[config.mk]
export PLATFORM = sky130hd
export DESIGN_NAME = apb_register_bank
export DESIGN_NICKNAME = d
export VERILOG_FILES = /design/src/rtl/apb_register_bank.sv
export SDC_FILE = /design/constraint.sdc
export NUM_CORES = 1
export LEC_CHECK = 0
export BUFFER_PORTS_ARGS = -buffer_cell sky130_fd_sc_hd__buf_4
export CORE_UTILIZATION = 56
export CTS_CLUSTER_SIZE = 25
export DETAILED_ROUTE_END_ITERATION = 8
export GPL_TIMING_DRIVEN = 0
export PLACE_DENSITY = 0.76
export REMOVE_ABC_BUFFERS = 1
export SETUP_SLACK_MARGIN = 0.5
export SKIP_CTS_REPAIR_TIMING = 1
export SLEW_MARGIN = 15
export SYNTH_ARGS = -nofsm -noshare
export SYNTH_HDL_FRONTEND = slang
export SYNTH_SLANG_ARGS = --single-unit
[constraint.sdc]
create_clock -name pclk -period 15.1 [get_ports pclk]
set_clock_uncertainty 0.1 [all_clocks]
set_input_delay 3.02 -clock pclk [delete_from_list [all_inputs] [get_ports pclk]]
set_output_delay 3.02 -clock pclk [all_outputs]
set_load 0.02 [all_outputs]
[src/rtl/apb_register_bank.sv]
// APB completer with ID, control, transfer/error counters and scratch registers.
// Programmable wait states; all completer outputs are registered.
module apb_register_bank #(
    parameter int          DATA_WIDTH = 32,
    parameter int          ADDR_WIDTH = 10,
    parameter int          NUM_REGS   = 8,
    parameter logic [31:0] ID_VALUE   = 32'h4150_4252
) (
    input  logic                  pclk,
    input  logic                  rst,
    input  logic                  psel,
    input  logic                  penable,
    input  logic                  pwrite,
    input  logic [ADDR_WIDTH-1:0] paddr,
    input  logic [DATA_WIDTH-1:0] pwdata,
    output logic                  pready,
    output logic [DATA_WIDTH-1:0] prdata,
    output logic                  pslverr
);

    localparam int LSB = $clog2(DATA_WIDTH / 8);
    localparam int IW  = ADDR_WIDTH - LSB;
    localparam logic [DATA_WIDTH-1:0] ID_W  = DATA_WIDTH'(ID_VALUE);
    localparam logic [DATA_WIDTH-1:0] ONE_W = DATA_WIDTH'(1);

    typedef enum logic [1:0] {
        S_IDLE,
        S_WAIT,
        S_DONE
    } state_e;

    state_e                state_q, state_d;
    logic [IW-1:0]         idx_q, idx_d;
    logic                  wr_q, wr_d;
    logic [DATA_WIDTH-1:0] wdata_q, wdata_d;
    logic [3:0]            cnt_q, cnt_d;
    logic [3:0]            wait_q, wait_d;
    logic [DATA_WIDTH-1:0] xfer_q, xfer_d;
    logic [DATA_WIDTH-1:0] err_q, err_d;
    logic [DATA_WIDTH-1:0] scratch_q [NUM_REGS];
    logic [DATA_WIDTH-1:0] scratch_d [NUM_REGS];
    logic                  pready_q, pready_d;
    logic [DATA_WIDTH-1:0] prdata_q, prdata_d;
    logic                  pslverr_q, pslverr_d;

    logic                  unused_lsb;
    logic [IW-1:0]         a_idx;
    logic                  a_wr;
    logic [31:0]           a_num;
    logic [31:0]           c_num;
    logic                  a_err;
    logic [DATA_WIDTH-1:0] a_rdata;
    logic                  enter_done;

    assign unused_lsb = ^paddr[LSB-1:0];

    // The decode used when entering DONE: live bus in IDLE, latched copy in WAIT
    assign a_idx = (state_q == S_IDLE) ? paddr[ADDR_WIDTH-1:LSB] : idx_q;
    assign a_wr  = (state_q == S_IDLE) ? pwrite : wr_q;
    assign a_num = 32'(a_idx);
    assign c_num = 32'(idx_q);

    assign a_err = (a_num >= 32'(4 + NUM_REGS)) ||
                   (a_wr && (a_num == 32'd0 || a_num == 32'd2 ||
                             a_num == 32'd3));

    always_comb begin
        a_rdata = '0;
        if (a_num == 32'd0) begin
            a_rdata = ID_W;
        end else if (a_num == 32'd1) begin
            a_rdata = DATA_WIDTH'(wait_q);
        end else if (a_num == 32'd2) begin
            a_rdata = xfer_q;
        end else if (a_num == 32'd3) begin
            a_rdata = err_q;
        end
        for (int i = 0; i < NUM_REGS; i++) begin
            if (a_num == 32'(4 + i)) begin
                a_rdata = scratch_q[i];
            end
        end
    end

    always_comb begin
        state_d    = state_q;
        idx_d      = idx_q;
        wr_d       = wr_q;
        wdata_d    = wdata_q;
        cnt_d      = cnt_q;
        wait_d     = wait_q;
        xfer_d     = xfer_q;
        err_d      = err_q;
        scratch_d  = scratch_q;
        pready_d   = 1'b0;
        prdata_d   = '0;
        pslverr_d  = 1'b0;
        enter_done = 1'b0;

        unique case (state_q)
            S_IDLE: begin
                if (psel && !penable) begin
                    idx_d   = paddr[ADDR_WIDTH-1:LSB];
                    wr_d    = pwrite;
                    wdata_d = pwdata;
                    if (wait_q == 4'd0) begin
                        state_d    = S_DONE;
                        enter_done = 1'b1;
                    end else begin
                        cnt_d   = wait_q;
                        state_d = S_WAIT;
                    end
                end
            end
            S_WAIT: begin
                if (!psel) begin
                    state_d = S_IDLE;
                end else begin
                    cnt_d = cnt_q - 4'd1;
                    if (cnt_q == 4'd1) begin
                        state_d    = S_DONE;
                        enter_done = 1'b1;
                    end
                end
            end
            S_DONE: begin
                state_d = S_IDLE;
                xfer_d  = xfer_q + ONE_W;
                if (pslverr_q) begin
                    err_d = err_q + ONE_W;
                end
                // pslverr_q still describes this transfer, so it gates the commit
                if (wr_q && !pslverr_q) begin
                    if (c_num == 32'd1) begin
                        wait_d = wdata_q[3:0];
                        if (wdata_q[8]) begin
                            xfer_d = '0;
                            err_d  = '0;
                        end
                    end
                    for (int i = 0; i < NUM_REGS; i++) begin
                        if (c_num == 32'(4 + i)) begin
                            scratch_d[i] = wdata_q;
                        end
                    end
                end
            end
            default: state_d = S_IDLE;
        endcase

        if (enter_done) begin
            pready_d  = 1'b1;
            pslverr_d = a_err;
            prdata_d  = (a_wr || a_err) ? '0 : a_rdata;
        end
    end

    always_ff @(posedge pclk or posedge rst) begin
        if (rst) begin
            state_q   <= S_IDLE;
            idx_q     <= '0;
            wr_q      <= 1'b0;
            wdata_q   <= '0;
            cnt_q     <= '0;
            wait_q    <= '0;
            xfer_q    <= '0;
            err_q     <= '0;
            scratch_q <= '{default: '0};
            pready_q  <= 1'b0;
            prdata_q  <= '0;
            pslverr_q <= 1'b0;
        end else begin
            state_q   <= state_d;
            idx_q     <= idx_d;
            wr_q      <= wr_d;
            wdata_q   <= wdata_d;
            cnt_q     <= cnt_d;
            wait_q    <= wait_d;
            xfer_q    <= xfer_d;
            err_q     <= err_d;
            scratch_q <= scratch_d;
            pready_q  <= pready_d;
            prdata_q  <= prdata_d;
            pslverr_q <= pslverr_d;
        end
    end

    assign pready  = pready_q;
    assign prdata  = prdata_q;
    assign pslverr = pslverr_q;

endmodule
### Word level (Yosys, flattened, before mapping)

Index checks and enable logic that the tools add are counted.

* add/subtract/negate cells: 3
* order comparisons: 1
* eq/ne operators: 27
* muxes and demuxes: 39
* reductions and logical operators: 25

Operator list (number)
* 2-to-1 mux 32 bit: 21
* adder 32 x 1 -> 32 bit, second input constant: 2
* equality test 8 x 3 -> 1 bit, second input constant: 8
* equality test 8 x 4 -> 1 bit, second input constant: 8
* logical NOT 32 bit: 1
* AND reduction 3 bit: 9
* equality test 8 x 1 -> 1 bit, second input constant: 2
* equality test 8 x 2 -> 1 bit, second input constant: 2
* 2-to-1 mux 4 bit: 3
* greater-or-equal comparator 8 x 4 -> 1 bit, second input constant: 1
* 2-to-1 mux 2 bit: 4
* 2-to-1 mux 8 bit: 1
* one-hot mux 4 bit (2 select lines): 1
* 2-to-1 mux 1 bit: 7
* equality test 4 x 1 -> 1 bit, second input constant: 1
* logical NOT 4 bit: 1
* logical OR 1 bit: 4
* inequality test 2 bit, second input constant: 2
* one-hot mux 2 bit (2 select lines): 1
* AND reduction 2 bit: 2
* AND reduction 4 bit: 1
* subtractor 4 x 1 -> 4 bit, second input constant: 1
* logical AND 1 bit: 3
* inequality test 3 bit, second input constant: 1
* 7 further kinds: 8

* register bits: 405

### Depth between registers and ports, before layout

Gate-level depths: netlist (run 1).

* depth in word-level cells: 17
* gate-level depth with buffers: 11
* depth with buffers taken out: 8

### Worst setup path after synthesis (run 1)

No wires, ideal clock.

* path kind: input -> register
* from: input port paddr[6]
* to: register prdata_q[3], in the netlist prdata[3]
* arrival: 5.091 ns
* required time: 14.879 ns
* setup slack: 9.788 ns
* stages: 8
* buffers on the path: 2
* path through: or4_1 buf_2 o32a_1 buf_6 nor3_1 nor2_1 nor4b_1 a22o_1

* cells in the longest elaborated chain, start to end: 16
* elaborated cells on any way between the ends: 33

RTL lines
* start, declared: line 14 `input logic [ADDR_WIDTH-1:0] paddr,`
* 2-to-1 mux 8 bit (*): line 58 `assign a_idx = (state_q == S_IDLE) ? paddr[ADDR_WIDTH-1:LSB] : idx_q;`
* equality test 8 x 2 -> 1 bit: line 65, 75
* 2-to-1 mux 32 bit: line 75 `end else if (a_num == 32'd3) begin`
* 2-to-1 mux 32 bit: line 73 `end else if (a_num == 32'd2) begin`
* 2-to-1 mux 32 bit: line 71 `end else if (a_num == 32'd1) begin`
* 2-to-1 mux 32 bit: line 69 `if (a_num == 32'd0) begin`
* 2-to-1 mux 32 bit (8 in series): line 79 `if (a_num == 32'(4 + i)) begin`
* 2-to-1 mux 32 bit (*): line 154 `prdata_d = (a_wr || a_err) ? '0 : a_rdata;`
* 2-to-1 mux 32 bit (*): line 151 `if (enter_done) begin`
* via prdata_d[3]: line 43 `logic [DATA_WIDTH-1:0] prdata_q, prdata_d;`
* end signal, assigned: line 183 `prdata_q <= prdata_d;`
* end, declared: line 43

The timed path passes the listed nets; every way through them passes the cells marked *.
A chain may end at the register's enable or synchronous reset.

### Worst setup path in the final report (run 1)

* from: input port paddr[6]
* to: register prdata_q[0], in the netlist prdata[0]

Same word-level chain as after synthesis.

==> impl_metrics.json, run 1 <==
{
  "cts.htree.levels": 2,
  "seqPwrFrac_pct": 49.2,
  "antenna_found_initial": 0,
  "irDropWorstVdd_uv": 87.6,
  "antenna_left": 0,
  "power_frac_comb_pct": 7.8,
  "ys.flop_type": "dfrtp_1",
  "fin_cells": 2102,
  "nets": 1677,
  "crit_required_ns": 15.40,
  "fin_crit_sh_pct": 41.6,
  "dieArea_um2": 34200,
  "worst_hold_slack_ns": 0.391,
  "tns_ns": 0,
  "hold_path.class": "reg -> reg",
  "die_h_um": 185,
  "drtPass1Iterations": 6,
  "die_w_um": 185,
  "clk_latency_ns": 0.55,
  "fill_cells": 2474,
  "synth-seq-cells": 405,
  "start_kind": "primary input",
  "swShare_pct": 25.6,
  "clockBufferDepth": 3,
  "place_congestion": 0.890,
  "numCtsBuffers": 43,
  "p_switching_uw": 645,
  "max_freq_mhz": 159,
  "crit_path_end_kind": "flip-flop",
  "layout_commonest_cell": "dfrtp_1",
  "synth_edf_count": 0,
  "cts_sinks": 405,
  "outcome": "finished clean",
  "io_pins": 81,
  "area_delta_synth_final_pct": 15.6,
  "ys_seq_area_share_pct": 54.1,
  "path_max_fanout": 21,
  "ys_warn_count": 0,
  "syn_avg_cell_area_um2": 11.8,
  "fin_util_pct": 66.3,
  "vias": 13600,
  "core_area_um2": 32700,
  "pwr_density_cell_nw_per_um2": 116,
  "p_int_uw": 1880,
  "cp_data_arrival_time_ns": 6.58,
  "post_drt_wl_per_cell_um": 23.9,
  "io_buffers": 78,
  "antenna_cells": 0,
  "synth_area_um2": 18700,
  "tightest_slew_ns": 1.20,
  "layout-drive-gt1-share_pct": 30.5,
  "dp_slack_ns": 8.42,
  "setup_viol": 0,
  "worstSetupPathType": "in -> reg",
  "tritoncts": "done",
  "drc": 0,
  "setup_ws_ns": 8.82,
  "clock-root-buffer": "clkbuf_16",
  "pwr-share-clk_pct": 43.0,
  "cts.clk_slew.worst_paths_ns": 0.06,
  "synthCells": 1581,
  "slew_headroom_pct": 19.0,
  "placedCellCount": 2023,
  "hold_viol_final": 0,
  "rrSetupSlack_ns": 10.46,
  "grt_pass1_vias": 13800,
  "totalWireLength_um": 50100,
  "async_reset_ff_share_pct": 100,
  "vias_per_cell": 6.47,
  "rows": 66,
  "min_period_ns": 6.28,
  "leakage_uw": 0.0100,
  "overflow": 0,
  "track_usage_pct": 30.3,
  "grt_first_pass_wirelength_um": 78800,
  "grt_max_degree": 101,
  "start_util_pct": 57.3,
  "final_cell_mix": "405 x dfrtp_1, 276 x mux2_2, 98 x nor2_1",
  "slew_violations": 0,
  "synthDistinctLibCells": 79,
  "rsz0062_at_grt": "false",
  "drtIter0Drc": 1222,
  "place_hpwl_um": 33100,
  "maxCapViolCount": 0
}
-- stage by stage --
step / instance area (um2) / power [uW]
after floorplan: 18300 / 1350
after global placement: 19400 / 1430
after detailed placement: 20200 / 1450
after CTS: 21700 / 2530
after global routing: 21700 / 2600
final: 21700 / 2520
-- power groups by stage --
stage | Combinational, uW | Clock, uW | Sequential, uW
6_report | 197 | 1080 | 1240
2_1_floorplan | 128 | 0 | 1220
5_1_grt | 214 | 1140 | 1250
3_5_place_dp | 195 | 0 | 1260
3_3_place_gp | 174 | 0 | 1250
4_1_cts | 196 | 1090 | 1240
-- cells by family (layout without fill, tap and decap cells) --
family,count (synthesis),in the layout,share of synthesized area (%)
fa+ha+maj,4,4,0.267
xor+xnor,61,61,2.85
simple gates,361,361,9.82
buf+inv,150,229,3.27
mux,288,288,17.3
compound gates,312,312,12.4
flops,405,405,54.1
-- synth_stat cells (12+ instances only) --
cell type | instances | area share [%]
dfrtp_1 | 405 | 54
mux2_2 | 276 | 17
nor2_1 | 101 | 2.0
nand2_1 | 89 | 1.8
clkbuf_1 | 64 | 1.3
o21ai_0 | 51 | 1.4
a21oi_1 | 38 | 1.0
inv_1 | 38 | 0.76
xor2_1 | 36 | 1.7
nand3_1 | 31 | 0.83
a2111oi_0 | 28 | 1.3
buf_2 | 28 | 0.75
and3_1 | 26 | 0.87
xnor2_1 | 25 | 1.2
a22oi_1 | 23 | 0.92
nor4_1 | 22 | 0.73
o211ai_1 | 21 | 0.84
a211oi_1 | 19 | 0.76
a22o_1 | 19 | 0.89
buf_1 | 18 | 0.36
nor3_1 | 18 | 0.48
nand4_1 | 14 | 0.47
and4_1 | 12 | 0.56
-- path summary, 6_finish.rpt --
kind	from	endpoint	cells after the start
setup / recovery	paddr[6]	prdata[0]	8
setup reg to reg	state_q[1]	prdata[3]	7
hold / removal	scratch_q[232]	scratch_q[232]	1
max in group asynchronous	rst	wdata_q[5]	4
min in group asynchronous	rst	wdata_q[11]	2
hold reg to reg	scratch_q[232]	scratch_q[232]	1
-- critical path, stage by stage --
cell	delay [ns]
buf_4	0.12
or4_1	0.69
o32a_2	0.62
buf_16	0.25
or3_1	0.82
nand3_1	0.44
nor3_1	0.15
o31ai_1	0.44
-- metal layers --
metal	track usage, %	part of all wire (%)	vias to the layer above
li1	-	-	5914
met1	40.2	41	6913
met2	49.3	48	609
met3	4.17	6.7	160
met4	14.1	4.3	0
met5	0	0	-
-- registers in the layout (all words and copies together) (netlist names) --
register,count
wr_q,1
prdata,32
pslverr,1
scratch_q,256
wdata_q,32
wait_q,4
cnt_q,4
xfer_q,32
state_q,2
pready,1
err_q,32
idx_q,8
-- cell type report --
| type | count | area, um2 | share of cell area (%) |
|---|---|---|---|
| clock buffer | 56 | 1190 | 5.52 |
| tap | 442 | 553 | 2.55 |
| multi-input combinational | 1026 | 8140 | 37.5 |
| sequential | 405 | 10100 | 46.8 |
| clock inverter | 23 | 256 | 1.18 |
| inverter | 38 | 150 | 0.693 |
| timing repair buffer | 112 | 1240 | 5.73 |
(Power assumes the default switching activity.)
==> inputs of run 2 (changes only) <==
Settings changed: ABC_AREA set to 1.
Clock period 15.1 ns to 5.6 ns, I/O delays scaled along.
==> run 2 against run 1 <==
Net effect: sequential share of layout area increased by 0.53 points; sequential power rose to 2.6 times the previous value; worst setup slack lost 7.3 ns; cell count up 35%; routed wire length is 2.1% lower; critical endpoint is now prdata[31].
==> impl_metrics.json, run 2 <==
{
  "slew_headroom_pct": 26.8,
  "yosys.area.top_type": "dfrtp_1",
  "ys.flop_type": "dfrtp_1",
  "crit_required_ns": 5.94,
  "rsz0062_at_grt": "false",
  "synth_area_um2": 18800,
  "synthDistinctLibCells": 50,
  "grt_pass1_vias": 15400,
  "cts.htree.levels": 2,
  "worstSetupPathType": "reg -> reg",
  "place_congestion": 0.972,
  "vias": 16100,
  "drtIter0Drc": 1430,
  "ys_seq_area_share_pct": 53.8,
  "hold_viol_final": 0,
  "clock-root-buffer": "clkbuf_16",
  "outcome": "finished clean",
  "start_kind": "flip-flop",
  "fin_crit_sh_pct": 72.7,
  "slowest_delay_ns": 0.93,
  "synth_common_cells": "702 x nand2_1, 405 x dfrtp_1, 348 x o21ai_0",
  "totalWireLength_um": 49100,
  "syn_avg_cell_area_um2": 8.08,
  "cp_data_arrival_time_ns": 4.41,
  "nets": 2418,
  "largest_reg_flops": 256,
  "vias_per_cell": 5.66,
  "synth_edf_count": 0,
  "die_h_um": 185,
  "core_area_um2": 32800,
  "crit_buf_inv": 2,
  "synth_top_area_share_pct": 53.8,
  "largest_register": "scratch_q",
  "tritoncts": "done",
  "cp_common_cell": "nand2_1",
  "dp_slack_ns": 1.28,
  "synthCells": 2332,
  "io_pins": 81,
  "crit_path_end_kind": "flip-flop",
  "async_reset_ff_share_pct": 100,
  "ys_warn_count": 0,
  "post_drt_wl_per_cell_um": 17.3,
  "setup_ws_ns": 1.53,
  "overflow": 0,
  "drtPass1Iterations": 5,
  "pwr_density_cell_nw_per_um2": 315,
  "synth.area.top_cells": "dfrtp_1 54%, nand2_1 14%, o21ai_0 9.2%, inv_1 4.3%, a21oi_1 2.2%",
  "final_cell_mix": "696 x nand2_1, 405 x dfrtp_1, 348 x o21ai_0",
  "leakage_uw": 0.0103,
  "track_usage_pct": 29.9,
  "layout_commonest_cell": "nand2_1",
  "min_period_ns": 4.07,
  "grt_max_degree": 116,
  "rows": 66,
  "yosysMostFrequentCell": "nand2_1",
  "clockBufferDepth": 3,
  "tightest_slew_ns": 1.09,
  "final_area_um2": 21400,
  "synth-seq-cells": 405,
  "path_max_fanout": 37,
  "numCtsBuffers": 43,
  "layout-drive-gt1-share_pct": 9.59,
  "antenna_left": 0,
  "dpl_cell_area_um2": 20000,
  "cts_sinks": 405,
  "clk_latency_ns": 0.54,
  "path_cells": "nor2_4 > nand2_1 > o21ai_2 > nand2_1 > inv_1 > nand3_2 > inv_1 > a21oi_1 > nand4_1 > nand2_1 > a21oi_1",
  "antenna_cells": 0,
  "antenna_found_initial": 1,
  "start_util_pct": 57.4,
  "cts.clk_slew.worst_paths_ns": 0.06,
  "setup_viol": 0,
  "cp_top_family": "simple AND/OR/NAND/NOR gates",
  "cp_slowest_cell": "inv_1",
  "irDropWorstVdd_uv": 240,
  "fin_util_pct": 65.3,
  "hold_path.class": "reg -> reg",
  "drc": 0,
  "dieArea_um2": 34400,
  "worst_hold_slack_ns": 0.379,
  "io_buffers": 78,
  "grt_first_pass_wirelength_um": 80600,
  "area_delta_synth_final_pct": 13.8,
  "slew_violations": 0,
  "place_hpwl_um": 32400,
  "max_freq_mhz": 246,
  "tns_ns": 0,
  "die_w_um": 185,
  "maxCapViolCount": 0
}
-- run 2: per-layer routing --
layer / GRT usage, % / up-vias / wire [um]
li1: - / 7629 / -
met1: 42.9 / 7774 / 22700
met4: 10.2 / 2 / 1560
met2: 47.7 / 549 / 22300
met5: 0 / - / 13
met3: 3.11 / 117 / 2560
-- run 2: through the flow --
step | cells | power (uW)
detailed placement | 2764 | 3980
floorplan | 2223 | 3720
CTS | 2840 | 6770
global route | 2840 | 7020
finish | 2840 | 6740
global placement | 2743 | 3920
-- run 2: cells by family (layout without fill, tap and decap cells) --
group / count (synthesis) / count (layout) / share of synthesized area (%)
simple gates: 1052 / 1052 / 23.7
xor+xnor: 21 / 21 / 0.977
flops: 405 / 405 / 53.8
compound gates: 517 / 517 / 14.3
fa+ha+maj: 4 / 4 / 0.266
buf+inv: 333 / 399 / 6.92
-- run 2: worst reg2reg max path, stage by stage (launching register included) --
cell and delay (ns):
dfrtp_1 0.51, nor2_4 0.40, nand2_1 0.12, o21ai_2 0.13
nand2_1 0.26, inv_1 0.15, nand3_2 0.78, inv_1 0.96
a21oi_1 0.14, nand4_1 0.13, nand2_1 0.06, a21oi_1 0.22
-- run 2: cell type report --
type | instances | area [um2]
Clock inverter | 11 | 131
Tap cell | 442 | 553
Clock buffer | 65 | 1270
Fill cell | 2686 | 11400
Inverter | 224 | 850
Multi-Input combinational cell | 1594 | 7460
Sequential cell | 405 | 10100
Timing Repair Buffer | 99 | 1020
-- run 2: power breakdown --
part | leakage (uW) | internal (uW) | switching (uW)
Clock | 0.000692 | 1660 | 1150
Sequential | 0.00556 | 3120 | 120
Combinational | 0.00401 | 192 | 505
-- run 2: final timing paths --
path                                startpoint             end  slack, ns  depth (start not counted)
worst max-delay path                state_q[1]      prdata[31]       1.53                         11
worst min-delay path            scratch_q[119]  scratch_q[119]       0.38                          2
worst max register to register      state_q[1]      prdata[31]       1.53                         11
worst min register to register  scratch_q[119]  scratch_q[119]       0.38                          2
max in group asynchronous                  rst       err_q[17]       3.89                          3
min in group asynchronous                  rst      wdata_q[9]       0.53                          2
==> inputs of run 3 (changes only) <==
Settings changed: CORE_UTILIZATION 56 to 60, PLACE_DENSITY 0.76 to 0.78.
Clock period 5.6 ns to 4.05 ns, I/O delays scaled along.
==> run 3 against run 2 <==
Net effect: the run now ends with DRC left; via count is 1.7% higher; clock-buffer cell count is 1 lower; core utilization is 4.9 points higher; fmax is 22% higher; largest cell class unchanged; largest power group unchanged.
==> impl_metrics.json, run 3 (synthesis gave the netlist of run 2 again) <==
{
  "outcome": "finished with violations",
  "violations": "DRC",
  "antenna_left": 0,
  "slowest_delay_ns": 0.50,
  "swShare_pct": 26.7,
  "p_int_uw": 6870,
  "grt_pass1_vias": 15500,
  "area_delta_synth_final_pct": 14.8,
  "io_buffers": 78,
  "cp_data_arrival_time_ns": 3.69,
  "path_cells": "nor2_4 > nand2_1 > o21ai_1 > nand2_1 > inv_1 > nand3_4 > clkinvlp_4 > buf_4 > buf_12 > a21oi_1 > nand4_1 > nand2_1 > a21oi_1",
  "final_cell_mix": "695 x nand2_1, 405 x dfrtp_1, 348 x o21ai_0",
  "final_area_um2": 21600,
  "antenna_cells": 0,
  "setup_viol": 0,
  "dpl_cell_area_um2": 20000,
  "leakage_uw": 0.0104,
  "die_w_um": 179,
  "vias": 16300,
  "tightest_slew_ns": 1.09,
  "power_frac_comb_pct": 10.6,
  "dp_slack_ns": 0.114,
  "setup_ws_ns": 0.727,
  "start_kind": "flip-flop",
  "io_pins": 81,
  "nets": 2438,
  "path_max_fanout": 37,
  "slew_headroom_pct": 27.1,
  "largest_reg_flops": 256,
  "clock-root-buffer": "clkbuf_16",
  "grt_max_degree": 113,
  "cts_sinks": 405,
  "seqPwrFrac_pct": 47.8,
  "layout-drive-gt1-share_pct": 10.5,
  "drc": 12,
  "start_util_pct": 61.2,
  "cts.htree.levels": 2,
  "slew_violations": 0,
  "post_drt_wl_per_cell_um": 18.3,
  "grt_first_pass_wirelength_um": 81900,
  "p_switching_uw": 2500,
  "fin_util_pct": 70.3,
  "largest_register": "scratch_q",
  "max_freq_mhz": 301,
  "pwr-share-clk_pct": 41.6,
  "dieArea_um2": 32100,
  "drtIter0Drc": 1716,
  "hold_path.class": "in -> async",
  "clockBufferDepth": 3,
  "antenna_found_initial": 1,
  "numCtsBuffers": 43,
  "worst_hold_slack_ns": 0.254,
  "rsz0062_at_grt": "false",
  "r2r-start": "state_q[1]",
  "vias_per_cell": 5.81,
  "maxCapViolCount": 0,
  "crit_path_end_kind": "flip-flop",
  "cp_slowest_cell": "dfrtp_1",
  "place_congestion": 0.933,
  "cp_common_cell": "nand2_1",
  "drtPass1Iterations": 8,
  "p_total_uw": 9370,
  "tritoncts": "done",
  "irDropWorstVdd_uv": 374,
  "rows": 64,
  "min_period_ns": 3.32,
  "crit_required_ns": 4.42,
  "core_area_um2": 30700,
  "place_hpwl_um": 32600,
  "cts.clk_slew.worst_paths_ns": 0.06,
  "hold_viol_final": 0,
  "totalWireLength_um": 51300,
  "track_usage_pct": 32.7,
  "worstSetupPathType": "reg -> reg",
  "die_h_um": 179,
  "pwr_density_cell_nw_per_um2": 433,
  "crit_start": "state_q[1]",
  "clk_latency_ns": 0.55,
  "fin_crit_sh_pct": 82.0,
  "layout_commonest_cell": "nand2_1",
  "overflow": 0
}
run 3: layout make-up:
type,instances,area [um2]
Tap cell,396,495
Inverter,224,861
Clock buffer,64,1260
Sequential cell,405,10100
Clock inverter,9,135
Fill cell,2423,9140
Multi-Input combinational cell,1596,7500
Timing Repair Buffer,116,1210
Timing Repair inverter,1,7.51
run 3: per-layer routing:
metal  up-vias  share of wire [%]  global-route usage (%)
li1       7678                  -                       -
met1      7888                 43                    46.1
met2       649                 46                    51.6
met3       123                7.3                    5.05
met4         0                3.5                    11.6
met5         -                  0                       0
run 3: path summary, 6_finish.rpt:
path	slack, ns	depth (start not counted)	to
worst max register to register	0.73	13	prdata[5]
worst max-delay path	0.73	13	prdata[5]
worst min register to register	0.38	2	scratch_q[0]
worst min-delay path	0.25	2	scratch_q[52]
min in group pclk	0.36	3	wdata_q[17]
max in group asynchronous	2.57	3	idx_q[7]
run 3: power groups by stage:
stage / clock [uW] / combinational, uW / sequential [uW]
after floorplan: 0 / 641 / 4500
after global placement: 0 / 894 / 4530
after detailed placement: 0 / 970 / 4540
after CTS: 3950 / 975 / 4470
after global routing: 4110 / 1130 / 4500
final: 3890 / 997 / 4480
run 3: metrics by stage:
| stage | instances | TNS (ns) |
|---|---|---|
| finish | 2811 | 0 |
| global route | 2811 | 0 |
| CTS | 2791 | 0 |
| detailed placement | 2718 | 0 |
| global placement | 2697 | -5046.23 |
| floorplan | 2223 | -3291.10 |
run 3: critical path, delay by kind of cell, from the launching register on:
| kind | cells | cell delay, ns |
|---|---|---|
| simple gates | 6 | 1.51 |
| buf+inv | 4 | 0.78 |
| flops | 1 | 0.50 |
| compound gates | 3 | 0.36 |
